## src/rtl/key_debounce_if.sv

```systemverilog
// Bundles the panel-side signals of key_debounce: sampling strobe and raw keys in,
// debounced level and press/release pulses out.
interface key_debounce_if #(
  parameter int NKEY = 4
);
  logic            tick_20ms;
  logic [NKEY-1:0] key_in;
  logic [NKEY-1:0] key_level;
  logic [NKEY-1:0] key_press;
  logic [NKEY-1:0] key_release;

  modport master (
    output tick_20ms,
    output key_in,
    input  key_level,
    input  key_press,
    input  key_release
  );

  modport slave (
    input  tick_20ms,
    input  key_in,
    output key_level,
    output key_press,
    output key_release
  );
endinterface

```

## src/rtl/key_debounce.sv

```systemverilog
// NKEY-wide active-low push-button debouncer sampled on the 20 ms divider strobe.
// Define KEY_AUTOREPEAT_EN to add timed auto-repeat press pulses while a key is held.
module key_debounce #(
  parameter int NKEY       = 4,
  parameter int DEB_TICKS  = 2,
  parameter int REP_DELAY  = 25,
  parameter int REP_PERIOD = 5
) (
  input  logic          clk,
  input  logic          rst_n,
  key_debounce_if.slave bus
);

  typedef enum logic [1:0] {
    IDLE = 2'd0,
    PCHK = 2'd1,
    HELD = 2'd2,
    RCHK = 2'd3
  } state_e;

  localparam logic [3:0] DEB4 = DEB_TICKS[3:0];

  generate
    if (DEB_TICKS < 1 || DEB_TICKS > 15 ||
        REP_DELAY < 1 || REP_DELAY > 63 ||
        REP_PERIOD < 1 || REP_PERIOD > 63) begin : g_bad_cfg
      $error("key_debounce: parameter out of range");
    end
  endgenerate

  logic [NKEY-1:0] key_meta_q;
  logic [NKEY-1:0] key_sync_q;
  logic            tick_meta_q;
  logic            tick_sync_q;
  logic            tick_dly_q;
  logic            tick_en;

  // The divider output is only a data signal here; its rising edge becomes a one-clk enable.
  always_ff @(posedge clk) begin
    if (!rst_n) begin
      key_meta_q  <= '1;
      key_sync_q  <= '1;
      tick_meta_q <= 1'b0;
      tick_sync_q <= 1'b0;
      tick_dly_q  <= 1'b0;
    end else begin
      key_meta_q  <= bus.key_in;
      key_sync_q  <= key_meta_q;
      tick_meta_q <= bus.tick_20ms;
      tick_sync_q <= tick_meta_q;
      tick_dly_q  <= tick_sync_q;
    end
  end

  assign tick_en = tick_sync_q & ~tick_dly_q;

  for (genvar gi = 0; gi < NKEY; gi++) begin : g_key
    state_e     state_q, state_d;
    logic [3:0] cnt_q, cnt_d;
    logic       p;
    logic       press_d;
    logic       release_d;
    logic       rep_fire;
    logic       level_q;
    logic       press_q;
    logic       release_q;

    assign p = ~key_sync_q[gi];

    always_ff @(posedge clk) begin
      if (!rst_n) begin
        state_q   <= IDLE;
        cnt_q     <= 4'd0;
        level_q   <= 1'b0;
        press_q   <= 1'b0;
        release_q <= 1'b0;
      end else begin
        state_q   <= state_d;
        cnt_q     <= cnt_d;
        level_q   <= (state_d == HELD) || (state_d == RCHK);
        press_q   <= press_d | rep_fire;
        release_q <= release_d;
      end
    end

    // cnt holds the length of the current run of samples that disagree with the accepted level.
    always_comb begin
      state_d   = state_q;
      cnt_d     = cnt_q;
      press_d   = 1'b0;
      release_d = 1'b0;
      if (tick_en) begin
        case (state_q)
          IDLE: begin
            if (p) begin
              if (DEB_TICKS == 1) begin
                state_d = HELD;
                press_d = 1'b1;
              end else begin
                state_d = PCHK;
                cnt_d   = 4'd1;
              end
            end
          end
          PCHK: begin
            if (p) begin
              if (cnt_q + 4'd1 == DEB4) begin
                state_d = HELD;
                cnt_d   = 4'd0;
                press_d = 1'b1;
              end else begin
                cnt_d = cnt_q + 4'd1;
              end
            end else begin
              state_d = IDLE;
              cnt_d   = 4'd0;
            end
          end
          HELD: begin
            if (!p) begin
              if (DEB_TICKS == 1) begin
                state_d   = IDLE;
                release_d = 1'b1;
              end else begin
                state_d = RCHK;
                cnt_d   = 4'd1;
              end
            end
          end
          RCHK: begin
            if (!p) begin
              if (cnt_q + 4'd1 == DEB4) begin
                state_d   = IDLE;
                cnt_d     = 4'd0;
                release_d = 1'b1;
              end else begin
                cnt_d = cnt_q + 4'd1;
              end
            end else begin
              state_d = HELD;
              cnt_d   = 4'd0;
            end
          end
          default: begin
            state_d = IDLE;
            cnt_d   = 4'd0;
          end
        endcase
      end
    end

`ifdef KEY_AUTOREPEAT_EN
    localparam logic [5:0] DLY6 = REP_DELAY[5:0];
    localparam logic [5:0] PER6 = REP_PERIOD[5:0];

    logic [5:0] rep_cnt_q, rep_cnt_d;
    logic       rep_phase_q, rep_phase_d;

    always_ff @(posedge clk) begin
      if (!rst_n) begin
        rep_cnt_q   <= 6'd0;
        rep_phase_q <= 1'b0;
      end else begin
        rep_cnt_q   <= rep_cnt_d;
        rep_phase_q <= rep_phase_d;
      end
    end

    // Counts pressed samples taken in HELD; RCHK neither counts nor clears, so a short bounce only pauses it.
    always_comb begin
      rep_cnt_d   = rep_cnt_q;
      rep_phase_d = rep_phase_q;
      rep_fire    = 1'b0;
      if (state_q == IDLE || state_q == PCHK) begin
        rep_cnt_d   = 6'd0;
        rep_phase_d = 1'b0;
      end else if (tick_en && state_q == HELD && p) begin
        if (rep_cnt_q + 6'd1 == (rep_phase_q ? PER6 : DLY6)) begin
          rep_fire    = 1'b1;
          rep_cnt_d   = 6'd0;
          rep_phase_d = 1'b1;
        end else begin
          rep_cnt_d = rep_cnt_q + 6'd1;
        end
      end
    end
`else
    assign rep_fire = 1'b0;
`endif

    assign bus.key_level[gi]   = level_q;
    assign bus.key_press[gi]   = press_q;
    assign bus.key_release[gi] = release_q;
  end

endmodule
```

## src/flat_wrapper.sv

```systemverilog
// flat-port wrapper written by rule: the top's interface ports become plain ports
module key_debounce_flat 
#(
  parameter int NKEY       = 4,
  parameter int DEB_TICKS  = 2,
  parameter int REP_DELAY  = 25,
  parameter int REP_PERIOD = 5
)
  (clk, rst_n, bus_tick_20ms, bus_key_in, bus_key_level, bus_key_press, bus_key_release);
  key_debounce_if #(.NKEY(NKEY)) bus_i ();
  input  logic clk;
  input  logic rst_n;
  input wire logic [$bits(bus_i.tick_20ms)-1:0] bus_tick_20ms;
  input wire logic [$bits(bus_i.key_in)-1:0] bus_key_in;
  output wire logic [$bits(bus_i.key_level)-1:0] bus_key_level;
  output wire logic [$bits(bus_i.key_press)-1:0] bus_key_press;
  output wire logic [$bits(bus_i.key_release)-1:0] bus_key_release;
  assign bus_i.tick_20ms = bus_tick_20ms;
  assign bus_i.key_in = bus_key_in;
  assign bus_key_level = bus_i.key_level;
  assign bus_key_press = bus_i.key_press;
  assign bus_key_release = bus_i.key_release;
  key_debounce #(.NKEY(NKEY), .DEB_TICKS(DEB_TICKS), .REP_DELAY(REP_DELAY), .REP_PERIOD(REP_PERIOD)) u_core (.clk(clk), .rst_n(rst_n), .bus(bus_i));
endmodule
```

## config.mk

```make
export PLATFORM = sky130hd
export DESIGN_NAME = key_debounce_flat
export DESIGN_NICKNAME = d
export VERILOG_FILES = /design/src/rtl/key_debounce_if.sv /design/src/rtl/key_debounce.sv /design/src/flat_wrapper.sv
export SDC_FILE = /design/constraint.sdc
export NUM_CORES = 1
export LEC_CHECK = 0
export CORE_ASPECT_RATIO = 1.2
export CORE_MARGIN = 1
export CORE_UTILIZATION = 48
export DETAILED_ROUTE_END_ITERATION = 8
export PLACE_DENSITY = 0.77
export REMOVE_ABC_BUFFERS = 1
export SYNTH_ARGS = -nofsm -noshare
export SYNTH_HDL_FRONTEND = slang
export SYNTH_SLANG_ARGS = --single-unit
```

## constraint.sdc

```tcl
create_clock -name clk -period 1.8 [get_ports clk]
set_input_delay 0.18 -clock clk [delete_from_list [all_inputs] [get_ports clk]]
set_output_delay 0.18 -clock clk [all_outputs]
set_load 0.01 [all_outputs]
```

==> impl_metrics.json, run 1 <==
{
  "status": "completed",
  "rsz0062_at_grt": "no",
  "ys_seq_area_share_pct": 42.5,
  "cts-htree-levels": 2,
  "grt_pass1_vias": 1734,
  "path_max_fanout": 6,
  "peakVddDrop_mv": 0.537,
  "vias_per_cell": 5.70,
  "period_needed_ns": 1.64,
  "grt_max_degree": 17,
  "fp.dieH_um": 76.4,
  "final_cell_mix": "47 x dfxtp_1, 25 x nand2_1, 18 x clkdlybuf4s50_1, 13 x a21oi_1, 13 x nand2b_1",
  "grt_overflow": 0,
  "async_flop_share_pct": 0,
  "setup_tns_ns": 0,
  "layout-drive-gt1-share_pct": 7.42,
  "antenna_found_initial": 0,
  "synth_top_area_share_pct": 42.5,
  "required_ns": 2.02,
  "p_sw_share_pct": 21.6,
  "antenna_cells": 0,
  "core_area_mm2": 0.00433,
  "hold_start": "u_core.key_meta_q[3]$_SDFF_PN1_",
  "cts_buffers": 5,
  "synth-seq-cells": 47,
  "arrival_ns": 1.86,
  "clock_sinks": 47,
  "final_antenna_net_count": 0,
  "pin_count": 19,
  "drtIter0Drc": 92,
  "p_seq_share_pct": 61.8,
  "wl_per_cell_um": 13.4,
  "cp_num_buf_inv": 0,
  "cts.repair.resized": 0,
  "grtUsageTotal_pct": 19.0,
  "clkTransAtPathRegs_ns": 0.08,
  "route.detailed.drc": 0,
  "grt_first_pass_wirelength_um": 7340,
  "layout_worst_path_cycle_share_pct": 91.1,
  "path_cells": "ha_1 -> nand2_1 -> or4_1 -> o21ai_2 -> mux2i_1",
  "final_common_cell": "dfxtp_1",
  "p_per_area_mw_per_mm2": 693,
  "slew_violations": 0,
  "chipWidth_um": 64.0,
  "crit_slowest_cell": "or4_1",
  "via_count": 1778,
  "synthTopCellsByArea": "dfxtp_1 42%, ha_1 4.5%, nand2_1 4.2%",
  "max_stage_delay_ns": 0.54,
  "gp_congestion": 0.790,
  "r2r-end": "u_core.g_key[0].level_q$_SDFF_PN0_",
  "intPower_uw": 1350,
  "cts_hold_buf": 0,
  "final_area_mm2": 0.00248,
  "avgSynthCellArea_um2": 9.11,
  "p_sw_uw": 371,
  "port_buffers": 18,
  "fin_nets": 272,
  "tritoncts": "done",
  "hp-class": "reg -> reg",
  "rr_startpoint": "u_core.g_key[0].cnt_q[0]$_SDFFE_PN0P_",
  "ys.flop_type": "dfxtp_1",
  "worstSetupPathType": "reg -> reg",
  "crit_path_end_kind": "register",
  "drt-total-wl_um": 4190,
  "synthCells": 243,
  "clockRootBuffer": "clkbuf_8",
  "p_comb_share_pct": 4.6,
  "synth_area_leader_cell": "dfxtp_1",
  "clkPwrFrac_pct": 33.6,
  "hpwl_um": 2990,
  "worstSetupStartpoint": "u_core.g_key[0].cnt_q[0]$_SDFFE_PN0P_",
  "path_delay_family": "simple AND/OR/NAND/NOR gates",
  "cts_buffer_depth": 2,
  "drt_pass1_iterations": 4,
  "critPathLaunchType": "register",
  "fin_skew_ns": 0.00744,
  "rr_worst_depth": 5,
  "syn_area_mm2": 0.00221,
  "start_util_pct": 51.2,
  "max_freq_mhz": 610,
  "synth_edf_count": 0,
  "setup_violations": 0,
  "row_count": 26,
  "hold-path-cell-count": 1,
  "post_cts_buffers": 0,
  "die_area_mm2": 0.00489,
  "rrSetupSlack_ns": 0.16,
  "p_leak_uw": 0.000854,
  "drv_cap": 0,
  "synth.distinct_cells": 51,
  "tightest_slew_ns": 0.452,
  "min_to": "u_core.key_sync_q[3]$_SDFF_PN1_",
  "area_growth_pct": 12.0,
  "postPlaceCellArea_mm2": 0.00240,
  "hold_viol": 0,
  "clk_latency_ns": 0.30,
  "yosysWarningCount": 0,
  "maxSlewHeadroom_pct": 69.7
}
-- cells by family (layout without fill, tap and decap cells) --
logic type	Yosys count	in the layout	synth area share (%)
buffers and inverters	28	41	6.89
DFF	47	47	42.5
AOI/OAI and AO/OA	50	50	17.3
and+or+nand+nor	98	98	23.6
adders and majority gates	8	8	4.52
xor gates and xnor gates	4	4	1.58
muxes	8	8	3.62
-- per-layer routing --
metal | track usage (%) | wire length, µm
met2 | 31.6 | 1990
met4 | 11.8 | 89
met3 | 3.59 | 175
met1 | 22.0 | 1930
met5 | 0 | 0
-- area by class of cell --
type / count / area (µm²)
Clock buffer: 6 / 72.6
Inverter: 10 / 37.5
Multi-Input combinational cell: 168 / 1130
Fill cell: 379 / 1850
Timing Repair Buffer: 25 / 233
Tap cell: 56 / 70.1
Sequential cell: 47 / 941
-- power by group through the flow --
stage | logic (µW) | clock network, µW | registers, µW
after CTS | 79.2 | 596 | 1060
after detailed placement | 78.8 | 0 | 1090
final | 79.1 | 577 | 1060
after global placement | 77.4 | 0 | 1090
after floorplan | 35.1 | 0 | 1080
after global routing | 87.3 | 645 | 1060
-- how the worst max path moves through the flow --
stage               depth (start not counted)                                     to  slack (ns)
detailed placement                          5     u_core.g_key[2].level_q$_SDFF_PN0_        0.16
global placement                            5  u_core.g_key[2].state_q[1]$_SDFF_PN0_        0.22
CTS                                         5     u_core.g_key[2].level_q$_SDFF_PN0_        0.14
finish                                      5     u_core.g_key[0].level_q$_SDFF_PN0_        0.16
floorplan                                   3  u_core.g_key[3].cnt_q[1]$_SDFFE_PN0P_        0.06
global route                                5     u_core.g_key[1].press_q$_SDFF_PP0_        0.02
-- state kept, by name (all words and copies together) (netlist names) --
name                    cells
u_core.g_key.cnt_q         16
u_core.g_key.level_q        4
u_core.g_key.press_q        4
u_core.g_key.release_q      4
u_core.g_key.state_q        8
u_core.key_meta_q           4
u_core.key_sync_q           4
u_core.tick_dly_q           1
u_core.tick_meta_q          1
u_core.tick_sync_q          1
-- cells in the mapped netlist, types with 2 or more instances --
library cell	count
a21o_1	5
a21oi_1	13
a2bb2oi_1	2
a311oi_1	3
a31oi_1	2
a32o_1	4
and2_1	4
buf_2	2
buf_4	12
clkbuf_1	4
dfxtp_1	47
ha_1	8
inv_1	10
mux2i_1	8
nand2_1	25
nand2b_1	13
nand3_1	9
nand3b_1	2
nand4_1	2
nor2_1	11
nor2b_1	5
nor3_1	7
nor4_1	5
nor4b_1	2
o21ai_0	4
o31ai_1	2
or3_1	5
or4_1	2
xnor2_1	3
-- worst reg2reg max path, stage by stage (launching register included) --
cell and delay, ns:
dfxtp_1 0.43, ha_1 0.23, nand2_1 0.07, or4_1 0.54, o21ai_2 0.11, mux2i_1 0.19
-- metrics by stage --
stage          instances  setup WS (ns)  power, µW  utilization, %  hold WS, ns
6_report             312          0.160       1720            57.3        0.411
5_1_grt              312         0.0249       1800            57.3        0.432
4_1_cts              312          0.143       1740            57.2        0.415
3_5_place_dp         306          0.163       1170            55.5        0.396
3_3_place_gp         306          0.216       1160            55.5        0.389
2_1_floorplan        225         0.0561       1120               -        0.253
No activity file was read; power rests on OpenSTA's default activity.
==> run 2, diff against run 1 <==
--- a/config.mk
+++ b/config.mk
@@ -5,11 +5,12 @@
 export SDC_FILE = /design/constraint.sdc
 export NUM_CORES = 1
 export LEC_CHECK = 0
-export CORE_ASPECT_RATIO = 1.2
 export CORE_MARGIN = 1
 export CORE_UTILIZATION = 48
+export CTS_CLUSTER_DIAMETER = 40
 export DETAILED_ROUTE_END_ITERATION = 8
 export PLACE_DENSITY = 0.77
+export RECOVER_POWER = 50
 export REMOVE_ABC_BUFFERS = 1
 export SYNTH_ARGS = -nofsm -noshare
 export SYNTH_HDL_FRONTEND = slang
==> impl_metrics.json, run 2 (same netlist as run 1, synthesis figures left out) <==
{
  "pin_count": 19,
  "route.detailed.drc": 0,
  "drv_cap": 0,
  "largest-register": "u_core.g_key.cnt_q",
  "status": "completed",
  "fin_nets": 270,
  "antenna_found_initial": 0,
  "cts_hold_buf": 0,
  "wl_per_cell_um": 13.2,
  "peakVddDrop_mv": 0.444,
  "clk_latency_ns": 0.30,
  "grt_max_degree": 18,
  "start_util_pct": 50.5,
  "row_count": 24,
  "final_cell_mix": "47 x dfxtp_1, 25 x nand2_1, 14 x nand2b_1, 13 x a21oi_1, 13 x dlygate4sd3_1",
  "period_needed_ns": 1.63,
  "path_max_fanout": 6,
  "whs_ns": 0.413,
  "p_sw_share_pct": 20.3,
  "slew_violations": 0,
  "cts.repair.resized": 0,
  "layout-drive-gt1-share_pct": 6.64,
  "chipWidth_um": 69.9,
  "worstSetupPathType": "reg -> reg",
  "critPathLaunchType": "register",
  "wl_met2_um": 1960,
  "fin_skew_ns": 0.00735,
  "tritoncts": "done",
  "rsz0062_at_grt": "no",
  "top_layer": "met4",
  "cts_buffers": 5,
  "postPlaceCellArea_mm2": 0.00239,
  "final_antenna_net_count": 0,
  "arrival_ns": 1.86,
  "clkPwrFrac_pct": 40.9,
  "fin_total_pwr_uw": 1930,
  "hp-class": "reg -> reg",
  "area_growth_pct": 13.2,
  "die_area_mm2": 0.00489,
  "maxSlewHeadroom_pct": 64.8,
  "hpwl_um": 2880,
  "hold_viol": 0,
  "grt_overflow": 0,
  "crit_path_end_kind": "register",
  "fp.dieH_um": 69.9,
  "grt_first_pass_wirelength_um": 6830,
  "cts_buffer_depth": 2,
  "wl_met3_um": 138,
  "layout_worst_path_cycle_share_pct": 90.8,
  "max_freq_mhz": 612,
  "clkTransAtPathRegs_ns": 0.08,
  "final_area_mm2": 0.00251,
  "drt_pass1_iterations": 4,
  "largestRegisters": "u_core.g_key.cnt_q (16), u_core.g_key.state_q (8)",
  "p_per_area_mw_per_mm2": 768,
  "setup_violations": 0,
  "p_comb_share_pct": 4.0,
  "core_area_mm2": 0.00438,
  "via_count": 1737,
  "wl_met1_um": 1900,
  "port_buffers": 18,
  "largest_reg_flops": 16,
  "required_ns": 2.02,
  "p_sw_uw": 390,
  "cts-htree-levels": 2,
  "grtUsageTotal_pct": 17.5,
  "intPower_uw": 1540,
  "final_common_cell": "dfxtp_1",
  "drtIter0Drc": 125,
  "setup_tns_ns": 0,
  "clockRootBuffer": "clkbuf_8",
  "p_seq_share_pct": 55.1,
  "grt_pass1_vias": 1596,
  "vias_per_cell": 5.64,
  "clock_sinks": 47,
  "gp_congestion": 0.885,
  "tightest_slew_ns": 0.526,
  "antenna_cells": 0,
  "drt-total-wl_um": 4070,
  "post_cts_buffers": 0,
  "p_leak_uw": 0.000908
}
run 2: changes by cell type in the layout (fill, tap and decap cells not counted), sizes merged:
| cell | before | now |
|---|---|---|
| buf | 7 | 4 |
| clkinv | 0 | 1 |
| bufinv | 0 | 1 |
| clkdlybuf4s50 | 18 | 5 |
| clkbuf | 6 | 7 |
| dlygate4sd3 | 0 | 13 |
run 2: final cells by class:
cell class                      count  area (µm²)
Clock buffer                        6        82.6
Clock inverter                      2        35.0
Fill cell                         387        1880
Inverter                           10        37.5
Multi-Input combinational cell    168        1120
Sequential cell                    47         941
Tap cell                           52        65.1
Timing Repair Buffer               23         226
run 2: power by group through the flow:
| stage | sequential [µW] | clock (µW) | combinational (µW) |
|---|---|---|---|
| finish | 1060 | 787 | 76.7 |
| detailed placement | 1090 | 0 | 78.5 |
| floorplan | 1080 | 0 | 35.1 |
| global placement | 1090 | 0 | 77.9 |
| global route | 1060 | 850 | 84.1 |
| CTS | 1060 | 810 | 78.7 |
run 2: routing by layer:
layer / track usage (%) / vias up
li1: - / 888
met1: 21.2 / 812
met2: 29.2 / 31
met3: 4.76 / 6
met4: 7.33 / 0
met5: 0 / -
run 2: worst paths after layout:
kind	slack, ns	endpoint	depth (start not counted)	from
max	0.17	u_core.g_key[0].level_q$_SDFF_PN0_	5	u_core.g_key[0].cnt_q[0]$_SDFFE_PN0P_
min	0.41	u_core.key_sync_q[0]$_SDFF_PN1_	1	u_core.key_meta_q[0]$_SDFF_PN1_
max reg2reg	0.17	u_core.g_key[0].level_q$_SDFF_PN0_	5	u_core.g_key[0].cnt_q[0]$_SDFFE_PN0P_
min reg2reg	0.41	u_core.key_sync_q[0]$_SDFF_PN1_	1	u_core.key_meta_q[0]$_SDFF_PN1_
run 2: worst max-delay path, stage by stage (launching register included):
cell and delay, ns:
dfxtp_1 0.42, ha_1 0.23, nand2_1 0.08, or4_1 0.53
o21ai_2 0.10, mux2i_1 0.21
run 2: metrics by stage:
step / std cells / worst slack [ns] / util, %
3_5_place_dp: 300 / 0.180 / 54.6
3_3_place_gp: 300 / 0.249 / 54.6
2_1_floorplan: 225 / 0.0561 / -
4_1_cts: 308 / 0.154 / 57.3
6_report: 308 / 0.165 / 57.2
5_1_grt: 308 / 0.0195 / 57.2
